**src/rtl/wb_stage_pkg.sv**
```systemverilog
// Shared constants for the writeback stage: datapath/register sizes,
// load funct3 encodings and the arbiter grant encoding.
package wb_stage_pkg;
  localparam int DataSize    = 32;
  localparam int RegAddrSize = 5;
  localparam int RegFileSize = 1 << RegAddrSize;

  localparam logic [2:0] F3_LB  = 3'b000;
  localparam logic [2:0] F3_LH  = 3'b001;
  localparam logic [2:0] F3_LW  = 3'b010;
  localparam logic [2:0] F3_LBU = 3'b100;
  localparam logic [2:0] F3_LHU = 3'b101;

  // Which source won the most recent accept.
  typedef enum logic {GRANT_ALU = 1'b0, GRANT_MEM = 1'b1} grant_e;
endpackage

```
**src/rtl/wb_stage_if.sv**
```systemverilog
// Writeback stage bus: ALU and load result handshakes, decoder issue and
// hazard query, and the register file write port.
// master = upstream pipeline / register file side, slave = wb_stage.
interface wb_stage_if #(
  parameter int DATA_W = 32,
  parameter int ADDR_W = 5
);
  logic              aluValid;
  logic              aluReady;
  logic [ADDR_W-1:0] aluRd;
  logic [DATA_W-1:0] aluData;
  logic              memValid;
  logic              memReady;
  logic [ADDR_W-1:0] memRd;
  logic [DATA_W-1:0] memData;
  logic [2:0]        memFunct3;
  logic [1:0]        memByteOff;
  logic              issueValid;
  logic [ADDR_W-1:0] issueRd;
  logic              flush;
  logic [ADDR_W-1:0] rs1Addr;
  logic [ADDR_W-1:0] rs2Addr;
  logic              rs1Busy;
  logic              rs2Busy;
  logic              writeEnable;
  logic [ADDR_W-1:0] writeAddr;
  logic [DATA_W-1:0] writeDate;

  modport master (
    output aluValid, aluRd, aluData, memValid, memRd, memData, memFunct3,
           memByteOff, issueValid, issueRd, flush, rs1Addr, rs2Addr,
    input  aluReady, memReady, rs1Busy, rs2Busy, writeEnable, writeAddr,
           writeDate
  );
  modport slave (
    input  aluValid, aluRd, aluData, memValid, memRd, memData, memFunct3,
           memByteOff, issueValid, issueRd, flush, rs1Addr, rs2Addr,
    output aluReady, memReady, rs1Busy, rs2Busy, writeEnable, writeAddr,
           writeDate
  );
endinterface

```
**src/rtl/wb_stage_load_align.sv**
```systemverilog
// Load alignment (combinational): selects the byte/half addressed by
// byte_off out of the aligned memory word and sign/zero extends it.
// Ports: mem_data/funct3/byte_off in, data_o formatted word out.
module wb_stage_load_align
  import wb_stage_pkg::*;
#(
  parameter int DATA_W = DataSize
) (
  input  logic [DATA_W-1:0] mem_data,
  input  logic [2:0]        funct3,
  input  logic [1:0]        byte_off,
  output logic [DATA_W-1:0] data_o
);
  logic [7:0]  byte_v;
  logic [15:0] half_v;

  always_comb begin
    byte_v = mem_data[{byte_off, 3'b000} +: 8];
    // Halfword loads ignore byte_off[0].
    half_v = mem_data[{byte_off[1], 4'b0000} +: 16];
    case (funct3)
      F3_LB:   data_o = {{(DATA_W-8){byte_v[7]}}, byte_v};
      F3_LH:   data_o = {{(DATA_W-16){half_v[15]}}, half_v};
      F3_LBU:  data_o = {{(DATA_W-8){1'b0}}, byte_v};
      F3_LHU:  data_o = {{(DATA_W-16){1'b0}}, half_v};
      default: data_o = mem_data;  // LW and undefined codes
    endcase
  end
endmodule

```
**src/rtl/wb_stage.sv**
```systemverilog
// Writeback stage: round-robin arbiter between ALU and load results,
// registered register-file write port, and pending-destination scoreboard
// for RAW hazard stalls.
// Ports: clk, rst_n (async active low), bus (wb_stage_if.slave).
module wb_stage
  import wb_stage_pkg::*;
#(
  parameter int DATA_W = DataSize,
  parameter int ADDR_W = RegAddrSize
) (
  input logic    clk,
  input logic    rst_n,
  wb_stage_if.slave bus
);
  localparam int NREG = 1 << ADDR_W;

  grant_e            last_grant_q, last_grant_d;
  logic              we_q, we_d;
  logic [ADDR_W-1:0] waddr_q, waddr_d;
  logic [DATA_W-1:0] wdata_q, wdata_d;
  logic [NREG-1:0]   pending_q, pending_d;

  logic              alu_acc, mem_acc, acc;
  logic [ADDR_W-1:0] acc_rd;
  logic [DATA_W-1:0] acc_data, mem_fmt;

  wb_stage_load_align #(.DATA_W(DATA_W)) u_load_align (
    .mem_data (bus.memData),
    .funct3   (bus.memFunct3),
    .byte_off (bus.memByteOff),
    .data_o   (mem_fmt)
  );

  // Under contention the source not granted last time wins.
  always_comb begin
    alu_acc  = bus.aluValid && (!bus.memValid || last_grant_q == GRANT_MEM);
    mem_acc  = bus.memValid && (!bus.aluValid || last_grant_q == GRANT_ALU);
    acc      = alu_acc || mem_acc;
    acc_rd   = alu_acc ? bus.aluRd : bus.memRd;
    acc_data = alu_acc ? bus.aluData : mem_fmt;
  end

  assign bus.aluReady    = alu_acc;
  assign bus.memReady    = mem_acc;
  assign bus.writeEnable = we_q;
  assign bus.writeAddr   = waddr_q;
  assign bus.writeDate   = wdata_q;
  assign bus.rs1Busy     = (bus.rs1Addr != '0) && pending_q[bus.rs1Addr];
  assign bus.rs2Busy     = (bus.rs2Addr != '0) && pending_q[bus.rs2Addr];

  always_comb begin
    last_grant_d = last_grant_q;
    if (alu_acc)      last_grant_d = GRANT_ALU;
    else if (mem_acc) last_grant_d = GRANT_MEM;

    // x0 results are consumed but never written; addr/data hold otherwise.
    we_d    = acc && (acc_rd != '0);
    waddr_d = we_d ? acc_rd : waddr_q;
    wdata_d = we_d ? acc_data : wdata_q;

    // Order matters: flush, then retire-clear, then issue-set, so a newer
    // producer issued this cycle survives both.
    pending_d = bus.flush ? '0 : pending_q;
    if (acc) pending_d[acc_rd] = 1'b0;
    if (bus.issueValid && bus.issueRd != '0) pending_d[bus.issueRd] = 1'b1;
  end

  always_ff @(posedge clk or negedge rst_n) begin
    if (!rst_n) begin
      last_grant_q <= GRANT_MEM;
      we_q         <= 1'b0;
      waddr_q      <= '0;
      wdata_q      <= '0;
      pending_q    <= '0;
    end else begin
      last_grant_q <= last_grant_d;
      we_q         <= we_d;
      waddr_q      <= waddr_d;
      wdata_q      <= wdata_d;
      pending_q    <= pending_d;
    end
  end
endmodule

```
**src/flat_wrapper.sv**
```systemverilog
// flat-port wrapper written by rule: the top's interface ports become plain ports
module wb_stage_flat import wb_stage_pkg::*;
#(
  parameter int DATA_W = DataSize,
  parameter int ADDR_W = RegAddrSize
)
  (clk, rst_n, bus_aluValid, bus_aluRd, bus_aluData, bus_memValid, bus_memRd, bus_memData, bus_memFunct3, bus_memByteOff, bus_issueValid, bus_issueRd, bus_flush, bus_rs1Addr, bus_rs2Addr, bus_aluReady, bus_memReady, bus_rs1Busy, bus_rs2Busy, bus_writeEnable, bus_writeAddr, bus_writeDate);
  wb_stage_if #(.DATA_W(DATA_W), .ADDR_W(ADDR_W)) bus_i ();
  input logic clk;
  input logic rst_n;
  input wire logic [$bits(bus_i.aluValid)-1:0] bus_aluValid;
  input wire logic [$bits(bus_i.aluRd)-1:0] bus_aluRd;
  input wire logic [$bits(bus_i.aluData)-1:0] bus_aluData;
  input wire logic [$bits(bus_i.memValid)-1:0] bus_memValid;
  input wire logic [$bits(bus_i.memRd)-1:0] bus_memRd;
  input wire logic [$bits(bus_i.memData)-1:0] bus_memData;
  input wire logic [$bits(bus_i.memFunct3)-1:0] bus_memFunct3;
  input wire logic [$bits(bus_i.memByteOff)-1:0] bus_memByteOff;
  input wire logic [$bits(bus_i.issueValid)-1:0] bus_issueValid;
  input wire logic [$bits(bus_i.issueRd)-1:0] bus_issueRd;
  input wire logic [$bits(bus_i.flush)-1:0] bus_flush;
  input wire logic [$bits(bus_i.rs1Addr)-1:0] bus_rs1Addr;
  input wire logic [$bits(bus_i.rs2Addr)-1:0] bus_rs2Addr;
  output wire logic [$bits(bus_i.aluReady)-1:0] bus_aluReady;
  output wire logic [$bits(bus_i.memReady)-1:0] bus_memReady;
  output wire logic [$bits(bus_i.rs1Busy)-1:0] bus_rs1Busy;
  output wire logic [$bits(bus_i.rs2Busy)-1:0] bus_rs2Busy;
  output wire logic [$bits(bus_i.writeEnable)-1:0] bus_writeEnable;
  output wire logic [$bits(bus_i.writeAddr)-1:0] bus_writeAddr;
  output wire logic [$bits(bus_i.writeDate)-1:0] bus_writeDate;
  assign bus_i.aluValid = bus_aluValid;
  assign bus_i.aluRd = bus_aluRd;
  assign bus_i.aluData = bus_aluData;
  assign bus_i.memValid = bus_memValid;
  assign bus_i.memRd = bus_memRd;
  assign bus_i.memData = bus_memData;
  assign bus_i.memFunct3 = bus_memFunct3;
  assign bus_i.memByteOff = bus_memByteOff;
  assign bus_i.issueValid = bus_issueValid;
  assign bus_i.issueRd = bus_issueRd;
  assign bus_i.flush = bus_flush;
  assign bus_i.rs1Addr = bus_rs1Addr;
  assign bus_i.rs2Addr = bus_rs2Addr;
  assign bus_aluReady = bus_i.aluReady;
  assign bus_memReady = bus_i.memReady;
  assign bus_rs1Busy = bus_i.rs1Busy;
  assign bus_rs2Busy = bus_i.rs2Busy;
  assign bus_writeEnable = bus_i.writeEnable;
  assign bus_writeAddr = bus_i.writeAddr;
  assign bus_writeDate = bus_i.writeDate;
  wb_stage #(.DATA_W(DATA_W), .ADDR_W(ADDR_W)) u_core (.clk(clk), .rst_n(rst_n), .bus(bus_i));
endmodule
```
**config.mk**
```make
export PLATFORM = sky130hd
export DESIGN_NAME = wb_stage_flat
export DESIGN_NICKNAME = d
export VERILOG_FILES = /design/src/rtl/wb_stage_pkg.sv /design/src/rtl/wb_stage_if.sv /design/src/rtl/wb_stage_load_align.sv /design/src/rtl/wb_stage.sv /design/src/flat_wrapper.sv
export SDC_FILE = /design/constraint.sdc
export NUM_CORES = 1
export LEC_CHECK = 0
export CAP_MARGIN = 25
export CORE_AREA = 2 2 131 95
export DETAILED_ROUTE_END_ITERATION = 8
export DIE_AREA = 0 0 133 97
export HOLD_SLACK_MARGIN = 0.15
export PLACE_DENSITY = 0.77
export SYNTH_ARGS = -nofsm -noshare
export SYNTH_HDL_FRONTEND = slang
export SYNTH_HIERARCHICAL = 1
export SYNTH_SLANG_ARGS = --single-unit
```
**constraint.sdc**
```tcl
create_clock -name clk -period 4.6 [get_ports clk]
set_input_delay 0.69 -clock clk [delete_from_list [all_inputs] [get_ports clk]]
set_output_delay 0.69 -clock clk [all_outputs]
set_load 0.01 [all_outputs]
```
Word level (Yosys, flattened, before mapping)
Index checks and enable logic that the tools add are counted.
- register bits after elaboration: 71
- input port bits: 100
- output and inout port bits: 42
- word-level logic and storage cells: 55
- order comparisons: 6
- equality and inequality tests: 3
- shifts and indexed selects: 2
- multiplexer cells: 16
- bitwise logic cells: 4
- reductions and logical operators: 19
- operator list (kind ; count):
    32-bit 2-to-1 mux ; 4
    32-bit case mux with 4 select lines ; 1
    32-bit bitwise AND ; 1
    32-bit inverter ; 1
    32-bit OR ; 1
    32-bit by 6-bit variable part select with 16-bit output ; 1
    32-bit by 6-bit variable part select with 8-bit output ; 1
    5-bit by 6-bit less-than comparator with 1-bit output (second input constant) ; 4
    5-bit nonzero test ; 4
    1-bit binary-select mux with 5-bit select ; 2
    1-bit demux with 5-bit select ; 2
    5-bit by 1-bit >= comparator with 1-bit output (second input constant) ; 2
    1-bit logical AND ; 8
    3-bit == test (second input constant) ; 2
    1-bit 2-to-1 mux ; 6
    5-bit 2-to-1 mux ; 1
    3-bit by 1-bit == test with 1-bit output (second input constant) ; 1
    3-bit zero test ; 1
    1-bit logical OR ; 3
    1-bit zero test ; 2
    2-bit nonzero test ; 1
    1-bit inverter ; 1

Depth between registers and ports, before layout
Gate-level depths: netlist of the first run.
- depth in word-level cells: 13
- gate-level depth with buffers: 9
- mapped depth without buffers: 7

By module
The synthesis of the first run kept the hierarchy.
- by module, submodules not included (module ; instances ; cells an instance ; area each (um2) ; seq. area each (um2)):
    wb_stage ; 1 ; 452 ; 4317.9 ; 1778.0
    wb_stage_load_align ; 1 ; 118 ; 794.5 ; 0.0

Worst setup path after synthesis of the first run
No wires, ideal clock.
- path kind: input -> output
- start: in bus_rs2Addr[0]
- end: out bus_rs2Busy
- arrival time: 2.015 ns
- required time: 3.910 ns
- setup slack: 1.895 ns
- stages on the path: 5
- buffers on the path: 1
- cell sequence: clkbuf_1 -> mux2_2 -> o311ai_0 -> nor4b_1 -> or3_1
- longest elaborated chain between the ends: 3
- elaborated cells between the ends (all ways): 4
- those cells by class: mux (2); reduce/logical (2)
- ends and longest elaborated chain (what ; line ; text):
    start: declaration ; flat_wrapper.sv:23 ; input wire logic [$bits(bus_i.rs2Addr)-1:0] bus_rs2Addr;
    1-bit binary-select mux with 5-bit select ; wb_stage.sv:49 ; assign bus.rs2Busy = (bus.rs2Addr != '0) && pending_q[bus.rs2Addr];
    1-bit 2-to-1 mux (implied by the code) ; wb_stage.sv:49 ;
    1-bit logical AND (*) ; wb_stage.sv:49 ;
    end: declaration ; flat_wrapper.sv:27 ; output wire logic [$bits(bus_i.rs2Busy)-1:0] bus_rs2Busy;
Mark *: on every way between the ends. The rest lies on a longest branch, timed or not. The select of a mux whose other input is x is not followed.

Worst setup path in the final report of the first run
Ends and elaborated chain as after synthesis.

==> results of run 1 <==
[cells in the mapped netlist, types with 9 or more instances]
cell type                  instances
sky130_fd_sc_hd__a21oi_1          14
sky130_fd_sc_hd__a22o_1            9
sky130_fd_sc_hd__clkbuf_1         29
sky130_fd_sc_hd__dfrtp_1          70
sky130_fd_sc_hd__inv_1            14
sky130_fd_sc_hd__mux2_4           27
sky130_fd_sc_hd__mux2i_1          24
sky130_fd_sc_hd__nand2_1         146
sky130_fd_sc_hd__nand2b_1         10
sky130_fd_sc_hd__nand3_1          10
sky130_fd_sc_hd__nand3b_1         16
sky130_fd_sc_hd__nor2_1           11
sky130_fd_sc_hd__nor2b_1          11
sky130_fd_sc_hd__nor3_1            9
sky130_fd_sc_hd__o211ai_1         15
sky130_fd_sc_hd__o21ai_0          30
sky130_fd_sc_hd__o311ai_0         13
[worst reg2reg max path: cells and delay by family, from the launching register on]
kind                   cells  cell delay [ns]
buffers and inverters      2             0.79
AND/OR/NAND/NOR            2             0.50
multiplexers               1             0.39
flip-flops                 1             0.55
AO/OA/AOI/OAI              2             0.59
[cell type report]
cell class	instances	area, um^2	area share (%)
multi-input combinational	440	3020	44.4
timing repair buffer	146	1440	21.2
clock inverter	6	68.8	1.01
sequential	71	1780	26.1
inverter	18	72.6	1.07
tap	157	196	2.88
clock buffer	10	229	3.36
[worst paths after layout]
path                                            endpoint                startpoint  slack (ns)
worst max-delay path                         bus_rs2Busy            bus_rs2Addr[0]        0.75
worst min-delay path             u_core/bus.writeDate[0]                     rst_n        0.26
worst max register to register  u_core/bus.writeDate[25]       u_core/last_grant_q        1.65
worst min register to register  u_core/bus.writeDate[26]  u_core/bus.writeDate[26]        0.49
max in group asynchronous        u_core/bus.writeAddr[4]                     rst_n        3.29
min in group clk                u_core/bus.writeDate[26]  u_core/bus.writeDate[26]        0.49
[layout by cell type (no fill, tap or decap), types with 6 or more instances in the layout]
cell / n
sky130_fd_sc_hd__a21oi_1: 14
sky130_fd_sc_hd__dfrtp_1: 70
sky130_fd_sc_hd__nor2_1: 11
sky130_fd_sc_hd__mux2_2: 7
sky130_fd_sc_hd__o211ai_1: 15
sky130_fd_sc_hd__clkbuf_16: 9
sky130_fd_sc_hd__o22a_1: 8
sky130_fd_sc_hd__a221o_1: 8
sky130_fd_sc_hd__mux2_4: 27
sky130_fd_sc_hd__nor3_1: 9
sky130_fd_sc_hd__nand3_1: 10
sky130_fd_sc_hd__mux4_2: 6
sky130_fd_sc_hd__nand3b_1: 16
sky130_fd_sc_hd__clkdlybuf4s50_1: 140
sky130_fd_sc_hd__inv_1: 14
sky130_fd_sc_hd__o311ai_0: 13
sky130_fd_sc_hd__nand2b_1: 10
sky130_fd_sc_hd__a22o_1: 9
sky130_fd_sc_hd__mux2_1: 6
sky130_fd_sc_hd__o21ai_0: 30
sky130_fd_sc_hd__nand2_1: 146
sky130_fd_sc_hd__mux2i_1: 24
sky130_fd_sc_hd__nor2b_1: 11
[kinds of logic (layout without fill, tap and decap cells)]
group,after synthesis,after routing
AND/OR/NAND/NOR,235,235
buffers and inverters,59,180
multiplexers,70,70
AO/OA/AOI/OAI,135,135
flip-flops,71,71
[through the flow]
| stage | instance area [um^2] | setup WS, ns | instances | power [mW] |
|---|---|---|---|---|
| after floorplan | 5110 | 1.89 | 570 | 1.04 |
| after global placement | 6510 | 0.852 | 832 | 1.32 |
| after detailed placement | 6510 | 0.733 | 832 | 1.33 |
| after CTS | 6810 | 0.739 | 848 | 2.03 |
| after global routing | 6810 | 0.533 | 848 | 2.12 |
| final | 6810 | 0.746 | 848 | 2.02 |
[power by group through the flow]
stage | combinational (mW) | sequential, mW | clock (mW)
2_1_floorplan | 0.287 | 0.751 | 0
3_3_place_gp | 0.586 | 0.732 | 0
3_5_place_dp | 0.595 | 0.736 | 0
4_1_cts | 0.599 | 0.726 | 0.701
5_1_grt | 0.646 | 0.732 | 0.737
6_report | 0.601 | 0.726 | 0.690
[flip-flops by register name, summed over array words and instances, names as in the netlist]
signal                  cells
u_core/bus.writeAddr        5
u_core/bus.writeDate       32
u_core/bus.writeEnable      1
u_core/last_grant_q         1
u_core/pending_q           32
[per-layer routing]
metal | vias to the layer above | GRT usage [%] | routed length (um) | share of wire, %
met5 | - | 0 | 0 | 0
met3 | 25 | 6.55 | 1370 | 8.2
li1 | 2310 | - | - | -
met4 | 0 | 7.44 | 324 | 1.9
met2 | 246 | 36.9 | 7180 | 43
met1 | 2398 | 40.3 | 7950 | 47
==> flow_metrics.py, run 1 <==
metrics = {
    "placed_design": {
        "dpl.hpwl_um": 13000,
        "place.port_buffers": 141,
        "globalplace.congestion": 1.01,
    },
    "die": {
        "die_y_um": 97,
        "dieArea_um2": 12900,
        "num_rows": 33,
        "placeableCoreArea_um2": 11500,
        "initial_utilization_pct": 44.4,
        "boundaryPins": 142,
        "die_width_um": 133,
    },
    "timing": {
        "timing.final.crit_share_pct": 83.8,
        "fmax_mhz": 259,
        "rsz0062_at_grt": "no",
        "setup_tns_ns": 0,
        "worst_slew_pin_slew_ns": 0.831,
        "finalSetupViolations": 0,
        "finalCriticalPeriod_ns": 3.85,
        "timing.slew.headroom_pct": 44.3,
        "worst_hold_slack_ns": 0.260,
        "final-hold-violation-count": 0,
        "drv_slew": 0,
        "finClkSkew_ns": 0.0105,
    },
    "routing": {
        "first_pass_drt_iterations": 5,
        "vias_per_cell": 5.87,
        "iteration_0_drc_markers": 450,
        "per_cell_routed_wire_length_um": 19.8,
        "drt_total_wl_um": 16800,
        "via_count": 4979,
        "drt.antenna.violating_nets": 0,
        "detail_route.drc_violations": 0,
    },
    "cts": {
        "post_cts_buffers": 0,
        "hold_buf_cts": 0,
        "clock_sinks": 71,
        "clkLatencyLatePin_ns": 0.33,
        "clk_pin_slew_ns": 0.06,
        "cts.root.buffer_cell": "sky130_fd_sc_hd__clkbuf_16",
        "cts.repair.resized": 0,
        "cts_buffer_depth": 2,
        "clock_tree.htree_level_count": 3,
        "tritoncts": "done",
        "cts_buffers": 9,
    },
    "synth": {
        "synth.yosys.warnings": 6,
        "synthDistinctLibCells": 64,
        "synthFlopType": "sky130_fd_sc_hd__dfrtp_1",
        "postSynthRegisterBits": 71,
        "seq_area_frac_synth_pct": 34.8,
        "synthesis.area_um2": 5110,
        "synth_async_sr_flop_share_pct": 100,
        "netlist_instances": 570,
        "post_synth.cell_area_avg_um2": 8.97,
        "synth.top_cell.area_share_pct": 34.3,
        "synth-xor-area-share_pct": 0,
        "compound_gate_fraction_of_synth_area_pct": 19.4,
        "ranking_of_synthesized_cells_by_area": "sky130_fd_sc_hd__dfrtp_1 (34%), sky130_fd_sc_hd__nand2_1 (11%), sky130_fd_sc_hd__mux2_4 (7.9%)",
        "synthMuxAreaShare_pct": 18.1,
        "synth.net_count": 670,
        "yosys.area_share.simple_pct": 21.6,
        "synth_enable_flop_cells": 0,
        "yosys.area.top_type": "sky130_fd_sc_hd__dfrtp_1",
        "largest_family_of_logic_cells_by_synthesized_area": "simple AND/OR/NAND/NOR gates",
        "synth-adder-area-share_pct": 0,
    },
    "grt": {
        "grt_pass1_wl_um": 26900,
        "grt_use_total_pct": 26.5,
        "grt_overflow_total": 0,
        "number_of_antenna_violations_at_the_first_check_in_global_routing": 0,
        "grt_max_degree": 57,
        "grt_pass1_vias": 4783,
    },
    "finish": {
        "area_growth_syn_to_layout_pct": 33.2,
        "n_antenna_cell": 0,
        "layout-drive-gt1-share_pct": 10.6,
        "final_nets": 786,
        "fillerInstances": 979,
        "postLayoutCoreUtil_pct": 59.1,
    },
    "pwr": {
        "cellLeakagePower_nw": 3.03,
        "vdd_ir_drop_max_mv": 0.210,
        "power.combinational.fraction_pct": 29.8,
        "swShare_pct": 29.3,
        "netSwitchingPower_uw": 592,
        "power.clock.fraction_pct": 34.2,
        "sequentialPowerShare_pct": 36.0,
        "cellPowerDensity_nw_per_um2": 296,
        "internal_power_mw": 1.43,
    },
    "run_status": {
        "outcome": "complete, no violations",
    },
    "worst_setup_path": {
        "cp_slowest_cell": "sky130_fd_sc_hd__clkdlybuf4s50_1",
        "category_of_the_worst_setup_path_launch_point": "primary input",
        "setup.worst_path.end_class": "primary output",
        "timing.critical_path.slowest_cell_delay_ns": 0.81,
        "path_common_cell": "sky130_fd_sc_hd__clkdlybuf4s50_1",
        "worstRegToRegCells": 7,
        "cp_data_arrival_time_ns": 3.16,
        "timing.critical_path.depth": 6,
        "cp_max_fo": 18,
        "critical-path-top-delay-family": "buffers and inverters",
        "timing_worst_setup_path_type": "primary input to primary output",
        "worst-path-buf-inv": 2,
        "critical_path.cell_chain": "clkdlybuf4s50_1 > mux2_2 > o311ai_0 > nor4b_1 > or3_1 > clkdlybuf4s50_1",
        "worstPathRequired_ns": 3.91,
    },
    "flow_run": {
        "drv_cap": 0,
    },
    "worst_hold_path": {
        "hp-class": "primary input to async pin",
    },
}
Power figures use the tool's default switching activity.
==> run 2, diff against run 1 <==
--- a/config.mk
+++ b/config.mk
@@ -6,11 +6,11 @@
 export NUM_CORES = 1
 export LEC_CHECK = 0
 export CAP_MARGIN = 25
-export CORE_AREA = 2 2 131 95
+export CORE_AREA = 2 2 132 96
 export DETAILED_ROUTE_END_ITERATION = 8
-export DIE_AREA = 0 0 133 97
+export DIE_AREA = 0 0 134 98
 export HOLD_SLACK_MARGIN = 0.15
-export PLACE_DENSITY = 0.77
+export PLACE_DENSITY = 0.79
 export SYNTH_ARGS = -nofsm -noshare
 export SYNTH_HDL_FRONTEND = slang
 export SYNTH_HIERARCHICAL = 1
==> constraint.sdc (replaced) <==
create_clock -name clk -period 3.2 [get_ports clk]
set_input_delay 0.48 -clock clk [delete_from_list [all_inputs] [get_ports clk]]
set_output_delay 0.48 -clock clk [all_outputs]
set_load 0.01 [all_outputs]
==> run 2 against run 1 <==
- sequential power rose by 43%
- via count barely moved
- die area rose by 1.8%
- worst setup slack got worse by 0.63 ns
- critical path type unchanged
==> flow_metrics.py, run 2 (synthesized netlist as in run 1, its figures left out) <==
metrics = {
    "run_status": {
        "outcome": "complete, no violations",
    },
    "flow_run": {
        "drv_cap": 0,
    },
    "timing": {
        "finClkSkew_ns": 0.0124,
        "setup_tns_ns": 0,
        "worst_slew_pin_slew_ns": 0.731,
        "timing.final.crit_share_pct": 96.5,
        "drv_slew": 0,
        "final-hold-violation-count": 0,
        "rsz0062_at_grt": "no",
        "finalSetupViolations": 0,
        "timing.slew.headroom_pct": 51.2,
        "finalCriticalPeriod_ns": 3.09,
        "fmax_mhz": 324,
    },
    "worst_setup_path": {
        "timing_worst_setup_path_type": "primary input to primary output",
        "cp_slowest_cell": "sky130_fd_sc_hd__clkdlybuf4s50_1",
        "category_of_the_worst_setup_path_launch_point": "primary input",
        "timing.critical_path.depth": 6,
        "critical_path.cell_chain": "clkdlybuf4s50_1 > mux2_2 > o311ai_0 > o22ai_1 > or3_1 > clkdlybuf4s50_1",
        "worst-path-buf-inv": 2,
        "worstPathRequired_ns": 2.72,
        "cp_data_arrival_time_ns": 2.61,
        "critical-path-top-delay-family": "buffers and inverters",
        "cp_max_fo": 4,
        "setup.worst_path.end_class": "primary output",
        "worstRegToRegCells": 7,
        "path_common_cell": "sky130_fd_sc_hd__clkdlybuf4s50_1",
        "timing.critical_path.slowest_cell_delay_ns": 0.57,
    },
    "cts": {
        "tritoncts": "done",
        "clk_pin_slew_ns": 0.07,
        "clock_tree.htree_level_count": 3,
        "hold_buf_cts": 0,
        "clkLatencyLatePin_ns": 0.33,
        "cts_buffers": 9,
        "cts_buffer_depth": 2,
        "clock_sinks": 71,
        "cts.root.buffer_cell": "sky130_fd_sc_hd__clkbuf_16",
    },
    "routing": {
        "iteration_0_drc_markers": 570,
        "drt_total_wl_um": 16700,
        "vias_per_cell": 5.75,
        "drt.antenna.violating_nets": 0,
        "detail_route.drc_violations": 0,
        "first_pass_drt_iterations": 5,
        "per_cell_routed_wire_length_um": 19.3,
        "via_count": 4977,
    },
    "pwr": {
        "cellPowerDensity_nw_per_um2": 421,
        "vdd_ir_drop_max_mv": 0.295,
        "cellLeakagePower_nw": 3.09,
    },
    "die": {
        "initial_utilization_pct": 42.8,
        "die_y_um": 98,
        "boundaryPins": 142,
        "die_width_um": 134,
        "placeableCoreArea_um2": 12000,
        "num_rows": 34,
        "dieArea_um2": 13100,
    },
    "finish": {
        "layout-drive-gt1-share_pct": 12.1,
        "most_common_library_cell_in_the_layout_ignoring_fill_and_taps": "sky130_fd_sc_hd__nand2_1",
        "n_antenna_cell": 0,
        "multiInputGateArea_um2": 3020,
        "stdcell_area_um2": 6920,
        "fillerInstances": 1022,
        "area_growth_syn_to_layout_pct": 35.4,
        "final-seq-area_um2": 1780,
        "final_nets": 798,
        "mostFrequentLayoutCells": "sky130_fd_sc_hd__nand2_1 (146), sky130_fd_sc_hd__clkdlybuf4s50_1 (140), sky130_fd_sc_hd__dfrtp_1 (70)",
    },
    "grt": {
        "grt_max_degree": 43,
        "grt_overflow_total": 0,
        "grt_pass1_wl_um": 26800,
        "grt_use_total_pct": 26.0,
        "number_of_antenna_violations_at_the_first_check_in_global_routing": 0,
        "grt_pass1_vias": 4931,
    },
    "placed_design": {
        "place_area_um2": 6620,
        "globalplace.congestion": 1.02,
        "dpl.hpwl_um": 12800,
        "place.port_buffers": 141,
    },
    "worst_hold_path": {
        "hp-class": "primary input to async pin",
    },
}
-- run 2: changes by cell type in the layout (fill, tap and decap cells not counted), sizes merged --
cell	before	now
buf	6	18
-- run 2: metal layers --
layer  track usage, %  up-vias  part of all wire (%)
li1                 -     2334                     -
met1             38.1     2368                    46
met2             36.8      248                    43
met3             7.22       27                   9.2
met4             8.67        0                   2.2
met5                0        -                     0
-- run 2: worst paths after layout --
path	start	end	slack [ns]
min in group clk	u_core/bus.writeDate[26]	u_core/bus.writeDate[26]	0.49
max	bus_rs2Addr[1]	bus_rs2Busy	0.11
min	rst_n	u_core/bus.writeDate[31]	0.20
max reg2reg	u_core/last_grant_q	u_core/bus.writeDate[24]	0.80
min reg2reg	u_core/bus.writeDate[26]	u_core/bus.writeDate[26]	0.49
max in group asynchronous	rst_n	u_core/bus.writeDate[15]	2.31
-- run 2: through the flow --
| step | cells | hold slack [ns] | utilization [%] | total power, mW | setup WS [ns] |
|---|---|---|---|---|---|
| 6_report | 865 | 0.197 | 57.9 | 2.91 | 0.113 |
| 3_5_place_dp | 849 | 0.474 | 55.4 | 1.92 | 0.0860 |
| 5_1_grt | 865 | 0.249 | 57.9 | 3.05 | 0.0319 |
| 2_1_floorplan | 570 | 0.184 | - | 1.49 | 0.915 |
| 3_3_place_gp | 849 | 0.468 | 55.4 | 1.91 | 0.119 |
| 4_1_cts | 865 | 0.214 | 57.9 | 2.94 | 0.0825 |
-- run 2: final cells by class --
cell class | instances | area share, %
inverter | 18 | 1.05
timing repair buffer | 158 | 22.3
clock buffer | 10 | 3.31
multi-input combinational | 440 | 43.7
sequential | 71 | 25.7
tap | 162 | 2.93
clock inverter | 6 | 0.994
-- run 2: power breakdown --
part / leakage [nW] / switching (mW) / internal, mW / total [mW]
registers: 0.915 / 0.0552 / 0.985 / 1.04
clock network: 0.143 / 0.391 / 0.607 / 0.999
logic: 2.04 / 0.407 / 0.469 / 0.876
-- run 2: what timing repair did --
item,4_1_cts,5_1_grt
resized for setup,0,3
hold endpoints to repair,0,0
setup endpoints to repair,0,1
setup buffers,0,0
==> run 3, diff against run 2 <==
--- a/config.mk
+++ b/config.mk
@@ -6,11 +6,11 @@
 export NUM_CORES = 1
 export LEC_CHECK = 0
 export CAP_MARGIN = 25
-export CORE_AREA = 2 2 132 96
+export CORE_AREA = 2 2 131 95
 export DETAILED_ROUTE_END_ITERATION = 8
-export DIE_AREA = 0 0 134 98
+export DIE_AREA = 0 0 133 97
 export HOLD_SLACK_MARGIN = 0.15
-export PLACE_DENSITY = 0.79
+export PLACE_DENSITY = 0.77
 export SYNTH_ARGS = -nofsm -noshare
 export SYNTH_HDL_FRONTEND = slang
 export SYNTH_HIERARCHICAL = 1
==> constraint.sdc (replaced) <==
create_clock -name clk -period 4 [get_ports clk]
set_input_delay 0.6 -clock clk [delete_from_list [all_inputs] [get_ports clk]]
set_output_delay 0.6 -clock clk [all_outputs]
set_load 0.01 [all_outputs]
==> run 3 against run 2 <==
- hold slack got worse by 0.0047 ns
- clock-buffer cell count rose by 1
- clock skew shrank 0.0054 ns
- utilization is 1.7 points higher
- combinational power shrank 20%
- die area decreased by 1.8%
- sequential power fell by 20%
- first-iteration DRC count decreased by 10%
- total power is 20% lower
- largest power group unchanged
==> flow_metrics.py, run 3 (synthesized netlist as in run 1, its figures left out) <==
metrics = {
    "cts": {
        "clock_sinks": 71,
        "tritoncts": "done",
        "clk_pin_slew_ns": 0.06,
        "clock_tree.htree_level_count": 3,
        "cts_buffer_depth": 2,
        "cts_buffers": 9,
        "clkLatencyLatePin_ns": 0.33,
        "cts.repair.resized": 0,
        "hold_buf_cts": 0,
        "cts.root.buffer_cell": "sky130_fd_sc_hd__clkbuf_16",
        "post_cts_buffers": 0,
    },
    "timing": {
        "final-hold-violation-count": 0,
        "timing.slew.headroom_pct": 49.1,
        "worst_slew_pin_slew_ns": 0.759,
        "finalSetupViolations": 0,
        "setup_tns_ns": 0,
        "finalCriticalPeriod_ns": 3.50,
        "worst_hold_slack_ns": 0.192,
        "timing.final.crit_share_pct": 87.5,
        "finClkSkew_ns": 0.00697,
        "rsz0062_at_grt": "no",
        "drv_slew": 0,
        "fmax_mhz": 286,
    },
    "finish": {
        "final_nets": 792,
        "most_common_library_cell_in_the_layout_ignoring_fill_and_taps": "sky130_fd_sc_hd__nand2_1",
        "fillerInstances": 977,
        "stdcell_area_um2": 6860,
        "layout-drive-gt1-share_pct": 11.2,
        "n_antenna_cell": 0,
        "mostFrequentLayoutCells": "sky130_fd_sc_hd__nand2_1 (146), sky130_fd_sc_hd__clkdlybuf4s50_1 (140), sky130_fd_sc_hd__dfrtp_1 (70)",
        "area_growth_syn_to_layout_pct": 34.2,
    },
    "placed_design": {
        "dpl.hpwl_um": 13000,
        "place.port_buffers": 141,
        "globalplace.congestion": 0.976,
        "place_area_um2": 6550,
    },
    "pwr": {
        "power.clock.fraction_pct": 34.0,
        "swShare_pct": 29.2,
        "vdd_ir_drop_max_mv": 0.225,
        "cellLeakagePower_nw": 3.06,
        "internal_power_mw": 1.64,
        "power.combinational.fraction_pct": 30.1,
        "netSwitchingPower_uw": 679,
        "sequentialPowerShare_pct": 35.9,
        "cellPowerDensity_nw_per_um2": 338,
    },
    "worst_setup_path": {
        "setup.reg_to_reg.worst_slack_ns": 1.28,
        "timing_worst_setup_path_type": "primary input to primary output",
        "category_of_the_worst_setup_path_launch_point": "primary input",
        "reg2reg_to": "u_core/bus.writeDate[24]",
        "path_common_cell": "sky130_fd_sc_hd__clkdlybuf4s50_1",
        "cp_data_arrival_time_ns": 2.90,
        "worstRegToRegCells": 7,
        "cp_slowest_cell": "sky130_fd_sc_hd__clkdlybuf4s50_1",
        "r2r_start": "u_core/last_grant_q",
        "crit_path_start": "bus_rs2Addr[1]",
        "critical_path.cell_chain": "clkdlybuf4s50_1 > mux2_2 > o311ai_0 > o22ai_1 > or3_1 > clkdlybuf4s50_1",
        "cp_max_fo": 7,
        "timing.critical_path.slowest_cell_delay_ns": 0.66,
        "setup.worst_path.end_class": "primary output",
        "worst-path-buf-inv": 2,
        "critical-path-top-delay-family": "buffers and inverters",
        "worstPathRequired_ns": 3.40,
    },
    "routing": {
        "first_pass_drt_iterations": 5,
        "drt_total_wl_um": 17000,
        "per_cell_routed_wire_length_um": 19.9,
        "vias_per_cell": 5.88,
        "iteration_0_drc_markers": 511,
        "via_count": 5024,
        "detail_route.drc_violations": 0,
        "drt.antenna.violating_nets": 0,
    },
    "die": {
        "boundaryPins": 142,
        "placeableCoreArea_um2": 11500,
        "die_y_um": 97,
        "initial_utilization_pct": 44.4,
        "die_width_um": 133,
        "dieArea_um2": 12900,
        "num_rows": 33,
    },
    "grt": {
        "use_met3_pct": 7.49,
        "globalRoute.busiestLayer": "met1",
        "grt_overflow_total": 0,
        "grt_pass1_wl_um": 26500,
        "grtUsageMet1_pct": 39.8,
        "grt_pass1_vias": 4803,
        "met2_usage_pct": 35.7,
        "number_of_antenna_violations_at_the_first_check_in_global_routing": 0,
        "grt_max_degree": 47,
        "grt_use_total_pct": 26.1,
    },
    "flow_run": {
        "drv_cap": 0,
    },
    "run_status": {
        "outcome": "complete, no violations",
    },
    "worst_hold_path": {
        "hp-class": "primary input to async pin",
    },
}
-- run 3: cell count changes in the layout (fill, tap and decap cells not counted) --
| cell | change |
|---|---|
| sky130_fd_sc_hd__buf_4 | -6 |
| sky130_fd_sc_hd__clkinv_4 | -2 |
| sky130_fd_sc_hd__o311ai_0 | +2 |
| sky130_fd_sc_hd__o311ai_1 | -2 |
| sky130_fd_sc_hd__a2111oi_0 | +1 |
| sky130_fd_sc_hd__a2111oi_1 | -1 |
| sky130_fd_sc_hd__clkbuf_1 | +1 |
| sky130_fd_sc_hd__clkinvlp_4 | +1 |
-- run 3: layer usage --
layer	wire length, um	up-vias
met5	0	-
met4	214	0
met3	1630	22
met2	7100	278
met1	8010	2407
li1	-	2317
-- run 3: metrics by stage --
step                      std cells  worst slack [ns]  power (mW)  utilization [%]
after floorplan                 570              1.47        1.19                -
after global placement          837             0.587        1.52             56.9
after detailed placement        837             0.523        1.53             56.9
after CTS                       853             0.516        2.33             59.4
after global routing            854             0.338        2.43             59.6
final                           854             0.501        2.32             59.6
-- run 3: layout make-up --
class | count | area (um^2) | area share [%]
clock buffers | 11 | 233 | 3.39
repair buffers | 152 | 1500 | 21.9
clock inverters | 5 | 58.8 | 0.857
inverters | 18 | 72.6 | 1.06
flip-flops and latches | 71 | 1780 | 25.9
well taps | 157 | 196 | 2.86
multi-input cells | 440 | 3020 | 44.0
-- run 3: power groups by stage --
stage / Combinational, mW / Sequential (mW) / Clock (mW)
finish: 0.699 / 0.833 / 0.790
global route: 0.749 / 0.842 / 0.837
CTS: 0.691 / 0.834 / 0.803
detailed placement: 0.686 / 0.846 / 0
global placement: 0.676 / 0.843 / 0
floorplan: 0.331 / 0.864 / 0
-- run 3: worst max-delay path by stage --
stage	cells past startpoint	endpoint	slack (ns)
2_1_floorplan	5	bus_rs2Busy	1.47
3_3_place_gp	6	bus_rs2Busy	0.59
3_5_place_dp	6	bus_rs2Busy	0.52
4_1_cts	6	bus_rs2Busy	0.52
5_1_grt	6	bus_rs2Busy	0.34
6_report	6	bus_rs2Busy	0.50
